**src/rtl/cmd_dispatch_fifo_bank_pkg.sv**
```systemverilog
// ----------------------------------------------------------------------------
// cmd_dispatch_fifo_bank_pkg
// Shared constants and command decode for the command-routed FIFO bank.
//   CMD_BCAST        : command byte that targets every engine channel
//   DEF_*            : default parameter values for the bank and its FIFOs
//   cmd_kind_e       : unicast / broadcast / invalid classification
//   decode_cmd()     : classifies a command byte for a given engine count
// ----------------------------------------------------------------------------
package cmd_dispatch_fifo_bank_pkg;

   localparam logic [7:0] CMD_BCAST = 8'hFF;

   localparam int DEF_NUM_ENGINES = 5;
   localparam int DEF_DATA_WIDTH  = 8;
   localparam int DEF_DEPTH       = 16;
   localparam int DEF_LOG2DEPTH   = 4;

   typedef enum logic [1:0] {
      CMD_UNICAST   = 2'd0,
      CMD_BROADCAST = 2'd1,
      CMD_INVALID   = 2'd2
   } cmd_kind_e;

   // Broadcast is tested first so the 8'hFF code can never alias a channel.
   function automatic cmd_kind_e decode_cmd(input logic [7:0] cmd,
                                            input int         num_engines);
      if (cmd == CMD_BCAST)
         return CMD_BROADCAST;
      else if (int'(cmd) < num_engines)
         return CMD_UNICAST;
      return CMD_INVALID;
   endfunction

endpackage

```
**src/rtl/cmd_dispatch_fifo_bank_sync_fifo_fwft.sv**
```systemverilog
// ----------------------------------------------------------------------------
// sync_fifo_fwft
// Single-clock first-word-fall-through FIFO, one per engine channel.
//   clk, rst_  : clock, asynchronous active-high reset (control state only)
//   push       : write in_data when not full (push while full is ignored)
//   in_data    : write word
//   full       : count == DEPTH
//   pop        : consume the head word when not empty
//   out_data   : head word, zero while empty
//   empty      : count == 0
//   count      : occupancy 0..DEPTH
// ----------------------------------------------------------------------------
module sync_fifo_fwft
   import cmd_dispatch_fifo_bank_pkg::*;
#(
   parameter int DATA_WIDTH = DEF_DATA_WIDTH,
   parameter int DEPTH      = DEF_DEPTH,
   parameter int LOG2DEPTH  = DEF_LOG2DEPTH
) (
   input  logic                  clk,
   input  logic                  rst_,
   input  logic                  push,
   input  logic [DATA_WIDTH-1:0] in_data,
   output logic                  full,
   input  logic                  pop,
   output logic [DATA_WIDTH-1:0] out_data,
   output logic                  empty,
   output logic [LOG2DEPTH:0]    count
);

   localparam logic [LOG2DEPTH:0] FULL_CNT = (LOG2DEPTH+1)'(DEPTH);

   logic [DATA_WIDTH-1:0] r_mem [DEPTH];
   logic [LOG2DEPTH-1:0]  r_wr_ptr;
   logic [LOG2DEPTH-1:0]  r_rd_ptr;
   logic [LOG2DEPTH:0]    r_count;
   logic                  w_push_ok;
   logic                  w_pop_ok;

   // Fullness is judged on the registered count, so a pop in the same cycle
   // does not open room for a push into a full FIFO.
   assign w_push_ok = push && (r_count != FULL_CNT);
   assign w_pop_ok  = pop  && (r_count != '0);

   // Storage carries no reset; emptiness masks stale contents on out_data.
   always_ff @(posedge clk) begin
      if (w_push_ok)
         r_mem[r_wr_ptr] <= in_data;
   end

   always_ff @(posedge clk or posedge rst_) begin
      if (rst_) begin
         r_wr_ptr <= '0;
         r_rd_ptr <= '0;
         r_count  <= '0;
      end else begin
         if (w_push_ok)
            r_wr_ptr <= r_wr_ptr + LOG2DEPTH'(1);
         if (w_pop_ok)
            r_rd_ptr <= r_rd_ptr + LOG2DEPTH'(1);
         case ({w_push_ok, w_pop_ok})
            2'b10:   r_count <= r_count + (LOG2DEPTH+1)'(1);
            2'b01:   r_count <= r_count - (LOG2DEPTH+1)'(1);
            default: r_count <= r_count;
         endcase
      end
   end

   assign empty    = (r_count == '0);
   assign full     = (r_count == FULL_CNT);
   assign count    = r_count;
   assign out_data = empty ? '0 : r_mem[r_rd_ptr];

endmodule

```
**src/rtl/cmd_dispatch_fifo_bank.sv**
```systemverilog
// ----------------------------------------------------------------------------
// cmd_dispatch_fifo_bank
// Routes command-tagged words into per-engine FWFT FIFOs (unicast or
// broadcast); invalid commands are consumed, dropped and flagged.
//   clk, rst_   : clock, asynchronous active-high reset
//   in_cmd      : routing command (< NUM_ENGINES unicast, 8'hFF broadcast)
//   in_data     : write word
//   in_rts      : upstream has a word
//   in_rtr      : bank accepts the presented word (depends on in_cmd only)
//   out_data    : channel i head word in [i*DATA_WIDTH +: DATA_WIDTH]
//   out_rts     : channel i non-empty
//   out_rtr     : engine i accepts its head word
//   fill_count  : channel i occupancy in [i*(LOG2DEPTH+1) +: LOG2DEPTH+1]
//   cmd_err     : sticky invalid-command flag
//   err_clr     : clears cmd_err (a simultaneous new error wins)
// ----------------------------------------------------------------------------
module cmd_dispatch_fifo_bank
   import cmd_dispatch_fifo_bank_pkg::*;
#(
   parameter int NUM_ENGINES = DEF_NUM_ENGINES,
   parameter int DATA_WIDTH  = DEF_DATA_WIDTH,
   parameter int DEPTH       = DEF_DEPTH,
   parameter int LOG2DEPTH   = DEF_LOG2DEPTH
) (
   input  logic                                 clk,
   input  logic                                 rst_,
   input  logic [7:0]                           in_cmd,
   input  logic [DATA_WIDTH-1:0]                in_data,
   input  logic                                 in_rts,
   output logic                                 in_rtr,
   output logic [NUM_ENGINES*DATA_WIDTH-1:0]    out_data,
   output logic [NUM_ENGINES-1:0]               out_rts,
   input  logic [NUM_ENGINES-1:0]               out_rtr,
   output logic [NUM_ENGINES*(LOG2DEPTH+1)-1:0] fill_count,
   output logic                                 cmd_err,
   input  logic                                 err_clr
);

   localparam int CW = LOG2DEPTH + 1;

   cmd_kind_e              w_kind;
   logic [NUM_ENGINES-1:0] w_full;
   logic [NUM_ENGINES-1:0] w_empty;
   logic [NUM_ENGINES-1:0] w_push;
   logic                   w_sel_full;
   logic                   w_xfer;

   assign w_kind = decode_cmd(in_cmd, NUM_ENGINES);

   // Mux the addressed channel's full flag without indexing out of range.
   always_comb begin
      w_sel_full = 1'b0;
      for (int i = 0; i < NUM_ENGINES; i++)
         if (in_cmd == 8'(i))
            w_sel_full = w_full[i];
   end

   // Broadcast waits until every channel has room so all are written together.
   always_comb begin
      in_rtr = 1'b1;
      case (w_kind)
         CMD_UNICAST:   in_rtr = !w_sel_full;
         CMD_BROADCAST: in_rtr = !(|w_full);
         default:       in_rtr = 1'b1;
      endcase
   end

   assign w_xfer = in_rts && in_rtr;

   always_comb begin
      w_push = '0;
      for (int i = 0; i < NUM_ENGINES; i++)
         w_push[i] = w_xfer && ((w_kind == CMD_BROADCAST) ||
                                ((w_kind == CMD_UNICAST) && (in_cmd == 8'(i))));
   end

   for (genvar g = 0; g < NUM_ENGINES; g++) begin : g_chan
      sync_fifo_fwft #(
         .DATA_WIDTH (DATA_WIDTH),
         .DEPTH      (DEPTH),
         .LOG2DEPTH  (LOG2DEPTH)
      ) u_fifo (
         .clk      (clk),
         .rst_     (rst_),
         .push     (w_push[g]),
         .in_data  (in_data),
         .full     (w_full[g]),
         .pop      (out_rtr[g]),
         .out_data (out_data[g*DATA_WIDTH +: DATA_WIDTH]),
         .empty    (w_empty[g]),
         .count    (fill_count[g*CW +: CW])
      );
   end

   assign out_rts = ~w_empty;

   always_ff @(posedge clk or posedge rst_) begin
      if (rst_)
         cmd_err <= 1'b0;
      else if (w_xfer && (w_kind == CMD_INVALID))
         cmd_err <= 1'b1;
      else if (err_clr)
         cmd_err <= 1'b0;
   end

endmodule

```
**config.mk**
```make
export PLATFORM = sky130hd
export DESIGN_NAME = cmd_dispatch_fifo_bank
export DESIGN_NICKNAME = d
export VERILOG_FILES = /design/src/rtl/cmd_dispatch_fifo_bank_pkg.sv /design/src/rtl/cmd_dispatch_fifo_bank_sync_fifo_fwft.sv /design/src/rtl/cmd_dispatch_fifo_bank.sv
export SDC_FILE = /design/constraint.sdc
export NUM_CORES = 1
export LEC_CHECK = 0
export CORE_ASPECT_RATIO = 1.5
export CORE_MARGIN = 2
export CORE_UTILIZATION = 48
export DETAILED_ROUTE_END_ITERATION = 6
export MAX_ROUTING_LAYER = met4
export SYNTH_ARGS = -nofsm -noshare
export SYNTH_HDL_FRONTEND = slang
export SYNTH_SLANG_ARGS = --single-unit
```
**constraint.sdc**
```tcl
create_clock -name clk -period 7.88 [get_ports clk]
set_input_delay 1.576 -clock clk [delete_from_list [all_inputs] [get_ports clk]]
set_output_delay 1.576 -clock clk [all_outputs]
set_load 0.02 [all_outputs]
```
## Word level (Yosys, flattened, before mapping)

Memory sizes are Yosys's and may differ from the RTL's.
Index checks and enable logic that the tools add are counted.

| operators by class | value |
|---|---|
| add/sub/neg operators | 20 |
| multipliers | 0 |
| div/mod/pow operators | 0 |
| magnitude comparators | 1 |
| equal/unequal tests | 27 |
| shift operators | 0 |
| mux-type cells | 33 |
| bitwise gates (word level) | 1 |
| reductions and logical operators | 48 |

Operators with widths:

| cell | count |
|---|---|
| $pmux 5 s2 | 5 |
| $add 4x1->4 const B | 10 |
| $mux 8 | 5 |
| $add 5x1->5 const B | 5 |
| $eq 5x5->1 const B | 5 |
| $logic_not 5->1 | 5 |
| $ne 5x5->1 const B | 5 |
| $reduce_bool 5->1 | 5 |
| $sub 5x1->5 const B | 5 |
| $logic_and 1x1->1 | 22 |
| $mux 1 | 19 |
| $eq 8x2->1 const B | 2 |
| $eq 2x1->1 const B | 6 |
| $eq 2x2->1 const B | 6 |
| $reduce_bool 2->1 | 6 |
| $eq 8x1->1 const B | 1 |
| $eq 8x3->1 const B | 1 |
| $eq 8x8->1 const B | 1 |
| $logic_not 8->1 | 1 |
| $lt 8x3->1 const B | 1 |
| $mux 2 | 3 |
| $logic_or 1x1->1 | 5 |
| $not 5->5 | 1 |
| $reduce_or 5->1 | 1 |
| other kinds (3) | 4 |

| storage, ports and cells | value |
|---|---|
| bits in registers | 66 |
| bits in latches | 0 |
| RAM bits | 640 |
| ROM bits | 0 |
| input port bits | 25 |
| output and inout port bits | 72 |
| word-level logic and storage cells | 151 |
| memories | 5 |

Memories:

| memory | depth | bits a word | read ports | clocked after memory_dff | write ports | RTL line | text |
|---|---|---|---|---|---|---|---|
| g_chan[0].u_fifo.r_mem | 16 | 8 | 1 | 0 | 1 | cmd_dispatch_fifo_bank_sync_fifo_fwft.sv:33 | `logic [DATA_WIDTH-1:0] r_mem [DEPTH];` |
| g_chan[1].u_fifo.r_mem | 16 | 8 | 1 | 0 | 1 | cmd_dispatch_fifo_bank_sync_fifo_fwft.sv:33 |  |
| g_chan[2].u_fifo.r_mem | 16 | 8 | 1 | 0 | 1 | cmd_dispatch_fifo_bank_sync_fifo_fwft.sv:33 |  |
| g_chan[3].u_fifo.r_mem | 16 | 8 | 1 | 0 | 1 | cmd_dispatch_fifo_bank_sync_fifo_fwft.sv:33 |  |
| g_chan[4].u_fifo.r_mem | 16 | 8 | 1 | 0 | 1 | cmd_dispatch_fifo_bank_sync_fifo_fwft.sv:33 |  |

## Logic depth before layout (Yosys ltp)

| depth | value |
|---|---|
| word-level depth | 13 |
| mapped depth | 16 |
| mapped depth without buffers | 14 |

## Modules after synthesis

A second synthesis with hierarchy kept.

| second synthesis, totals | value |
|---|---|
| cells, all modules | 1558 |
| area total of the unflattened synthesis | 29520.8 um^2 |

By module, submodules not included:

| module | times used | cells each | area each (um^2) | sequential area each (um^2) |
|---|---|---|---|---|
| sync_fifo_fwft at g_chan[0].u_fifo ... | 4 | 301 | 5828.1 | 4169.0 |
| sync_fifo_fwft at g_chan[4].u_fifo | 1 | 310 | 5906.9 | 4169.0 |
| cmd_dispatch_fifo_bank | 1 | 44 | 301.5 | 25.0 |

## Least setup slack after synthesis

No wires, ideal clock.

| timing | value |
|---|---|
| path type | input to output |
| from | input in_cmd[0] |
| to | output in_rtr |
| arrival | 2.558 ns |
| required time | 6.304 ns |
| setup slack | 3.746 ns |
| stages | 4 |
| buffers on the path | 0 |
| cell sequence | nor4_1 > nand3_1 > a21oi_2 > nor3_1 |

| on the way | value |
|---|---|
| cells in the longest elaborated chain, start to end | 8 |
| elaborated cells between the ends (all ways) | 20 |
| those cells by class | 1 x order compare; 6 x eq/ne; 10 x mux; 3 x reduce/logical |

RTL lines:

| element | RTL line | text |
|---|---|---|
| start, declared | cmd_dispatch_fifo_bank.sv:27 | `input logic [7:0] in_cmd,` |
| branches (longest 7 deep; another with $lt 8x3->1) | -- |  |
| $pmux 1 s2 (*) | cmd_dispatch_fifo_bank.sv:61 | `case (w_kind)` |
| end, declared | cmd_dispatch_fifo_bank.sv:30 | `output logic in_rtr,` |

Every way passes the cells marked *.

## Worst setup path after layout

| timing | value |
|---|---|
| from | input in_cmd[1] |
| to | output in_rtr |

Same word-level chain as after synthesis.

==> results.cfg <==
[setup_path]
crit_path_frequent_cell = clkdlybuf4s50_1
reg2reg_slack_ns = 4.06
cp_slowest_cell = clkdlybuf4s50_1
required_ns = 6.30
worst_setup_path_end_kind = output port
arrival_ns = 4.15
r2r_end = g_chan[2].u_fifo.count[4]
crit_buf_inv = 2
crit_path_max_incr_delay_ns = 0.78
rr_worst_depth = 14
cp_max_fo = 7
crit-reg2reg-launch = g_chan[3].u_fifo.count[0]
crit_chain = clkdlybuf4s50_1 -> nand4_1 -> or2_1 -> a21oi_2 -> nor3_1 -> clkdlybuf4s50_1
crit_path_start_kind = primary input
crit_family = buffers and inverters
criticalPathCategory = in -> out

[yosys]
synth_cell_type_count = 43
yosysTopAreaCell = edfxtp_1
ys_seq_elements = 706
synth_enable_flop_cells = 640
synth_fa_ha_area_share_pct = 2.30
synth_compound_area_share_pct = 0.994
synthMuxAreaShare_pct = 16.1
synthTopCellsByArea = edfxtp_1 67%, mux4_2 16%, dfrtp_1 5.7%
synth_area_mm2 = 0.0288
synth-seq-area-share_pct = 72.4
ys.flop_type = edfxtp_1
yosys_warnings = 0
syn_area_per_cell_um2 = 20.2
synthArstFlopShare_pct = 9.35
syn_nets = 1504
synth-simple-area-share_pct = 4.78
synth_top_area_share_pct = 66.7
synth_top_family_by_area = multiplexers
synth_xor_area_share_pct = 1.67
synthesis.instances = 1429

[drt]
via_per_inst = 5.61
first_pass_iters = 5
drtAntennaViolNets = 0
drc = 0
routed_wl_um = 59800
wl_per_cell_um = 25.0
first_iter_violations = 966
dr_total_vias = 13420

[sta]
hold_viol_final = 0
timing.fmax_ghz = 0.175
fin_crit_ns = 5.72
fin_tns_setup_ns = 0
slew_headroom_pct = 22.8
rsz0062_at_grt = no
setup_viol = 0
fin_crit_sh_pct = 72.6
worst_slew_pin_slew_ns = 1.16
fin_worst_skew_ns = 0.0195
drv_slew = 0

[cells_and_area]
final_cell_mix = 640 x edfxtp_1, 201 x mux4_2, 88 x clkdlybuf4s50_1, 70 x clkbuf_16, 56 x dfrtp_1
design_area_mm2 = 0.0329
area_growth_pct = 14.3
layout-drive-gt1-share_pct = 24.2
final_common_cell = edfxtp_1
final_cells = 2391
final_util_pct = 55.1
diodes = 0
nNetsFinal = 1630

[floorplanning]
die_area_mm2 = 0.0621
rows = 110
core_mm2 = 0.0597
die_w_um = 204
io_pins = 97
fp.dieH_um = 304
start_util_pct = 48.2

[global_routing]
use_met3_pct = 2.60
grt_overflow = 0
use_met2_pct = 36.1
grt_antenna_before_repair = 1
track_usage_pct = 20.6
use_met1_pct = 24.1
grt_pass1_wl_um = 91200
busiest_layer = met2
grt_max_degree = 81
grt_pass1_vias = 14364

[pwr]
switchingPower_mw = 3.40
switching_share_pct = 29.9
vdd_ir_drop_max_mv = 0.273
clockPowerShare_pct = 28.5
power.internal_mw = 7.96
power_density_mw_per_mm2 = 345
power_frac_comb_pct = 29.9
power_frac_seq_pct = 41.6
p_leak_nw = 10.8

[cts]
cts_buffer_depth = 3
cts_resized = 0
clkSinkCount = 706
ctsHoldBuffers = 0
cts_max_level = 3
clock-root-buffer = clkbuf_16
clkSlewWorstSetupHoldPaths_ns = 0.06
post_cts_buffers = 0
cts_buffers = 68
worstSkewPairLatency_ns = 0.60
cts_tree = built

[placement]
dp_hpwl_um = 37200
dpl.cell_count = 2269
place_congestion = 0.786
io_buffers = 96
place_area_mm2 = 0.0307

[hold_path]
hold_class = reg -> reg
hp-start = g_chan[1].u_fifo.count[4]
min_to = g_chan[1].u_fifo.count[4]
holdPathStages = 1

[outcome]
outcome = completed

[run]
max_cap_viol_count = 0
[per-stage QoR]
step | hold WS, ns | power, mW | setup slack (ns)
floorplan | 0.498 | 6.96 | 3.75
global placement | 0.508 | 8.25 | 2.27
detailed placement | 0.511 | 8.29 | 2.24
CTS | 0.518 | 11.5 | 2.24
global route | 0.546 | 11.9 | 2.12
finish | 0.514 | 11.4 | 2.16
[sequential cells by signal (all words and copies together) (netlist names)]
name / cells
g_chan.u_fifo.r_wr_ptr: 20
g_chan.u_fifo.count: 25
cmd_err: 1
g_chan.u_fifo.r_rd_ptr: 20
g_chan.u_fifo.r_mem: 640
[power groups by stage]
stage / clock, mW / sequential (mW) / combinational [mW]
2_1_floorplan: 0 / 4.48 / 2.48
3_3_place_gp: 0 / 4.82 / 3.43
3_5_place_dp: 0 / 4.82 / 3.46
4_1_cts: 3.32 / 4.74 / 3.48
5_1_grt: 3.46 / 4.78 / 3.63
6_report: 3.23 / 4.72 / 3.40
[how the worst max path moves through the flow]
stage,to,cells past startpoint,from
floorplan,in_rtr,4,in_cmd[0]
global placement,in_rtr,6,in_cmd[1]
detailed placement,in_rtr,6,in_cmd[1]
CTS,in_rtr,6,in_cmd[1]
global route,in_rtr,6,in_cmd[1]
finish,in_rtr,6,in_cmd[1]
[worst reg2reg max path, stage by stage, from the launching register on]
cell	delay [ns]
dfrtp_1	0.46
nor4_1	0.10
nand2_1	0.28
a41oi_4	0.25
nor4_2	0.92
inv_2	0.23
ha_1	0.32
inv_1	0.13
fa_1	0.22
inv_1	0.05
a21o_1	0.16
a21oi_1	0.19
xnor2_1	0.18
nor2_1	0.08
xor2_1	0.14
[synth_stat cells, types with 2 or more instances]
cell type / instances
nor2_1: 31
mux2i_1: 3
nor4b_2: 7
a21oi_1: 11
nor3_1: 21
nor3b_1: 4
nand4_1: 12
xnor2_1: 34
a21o_1: 10
xor2_1: 21
nand3_1: 11
nor4_1: 8
nor4b_1: 5
nor4_2: 4
fa_1: 5
dfrtp_1: 66
o21ai_0: 18
nand2_1: 52
nor2b_1: 54
buf_4: 2
mux4_2: 201
and3_1: 21
buf_2: 23
buf_1: 9
ha_1: 45
clkbuf_1: 46
edfxtp_1: 640
nand2b_1: 2
inv_1: 41
and2_1: 3
inv_2: 3
mux2_2: 5
[per-layer routing]
metal  share of wire (%)  vias up
li1                    -     5984
met1                  38     7063
met2                  55      266
met3                 3.3      107
met4                 3.5        0
met5                   0        -
[final cells by class]
class	instances	area, um^2
fillers	4630	26800
flip-flops and latches	706	20900
multi-input cells	598	7470
clock buffers	83	1820
repair buffers	137	1230
well taps	784	981
clock inverters	39	378
inverters	44	166
[cells by family after synthesis]
family / Yosys count
flops: 706
simple gates: 239
mux: 210
buf+inv: 125
xor+xnor: 55
fa+ha+maj: 50
compound gates: 44
No activity file was read; power rests on OpenSTA's default activity.
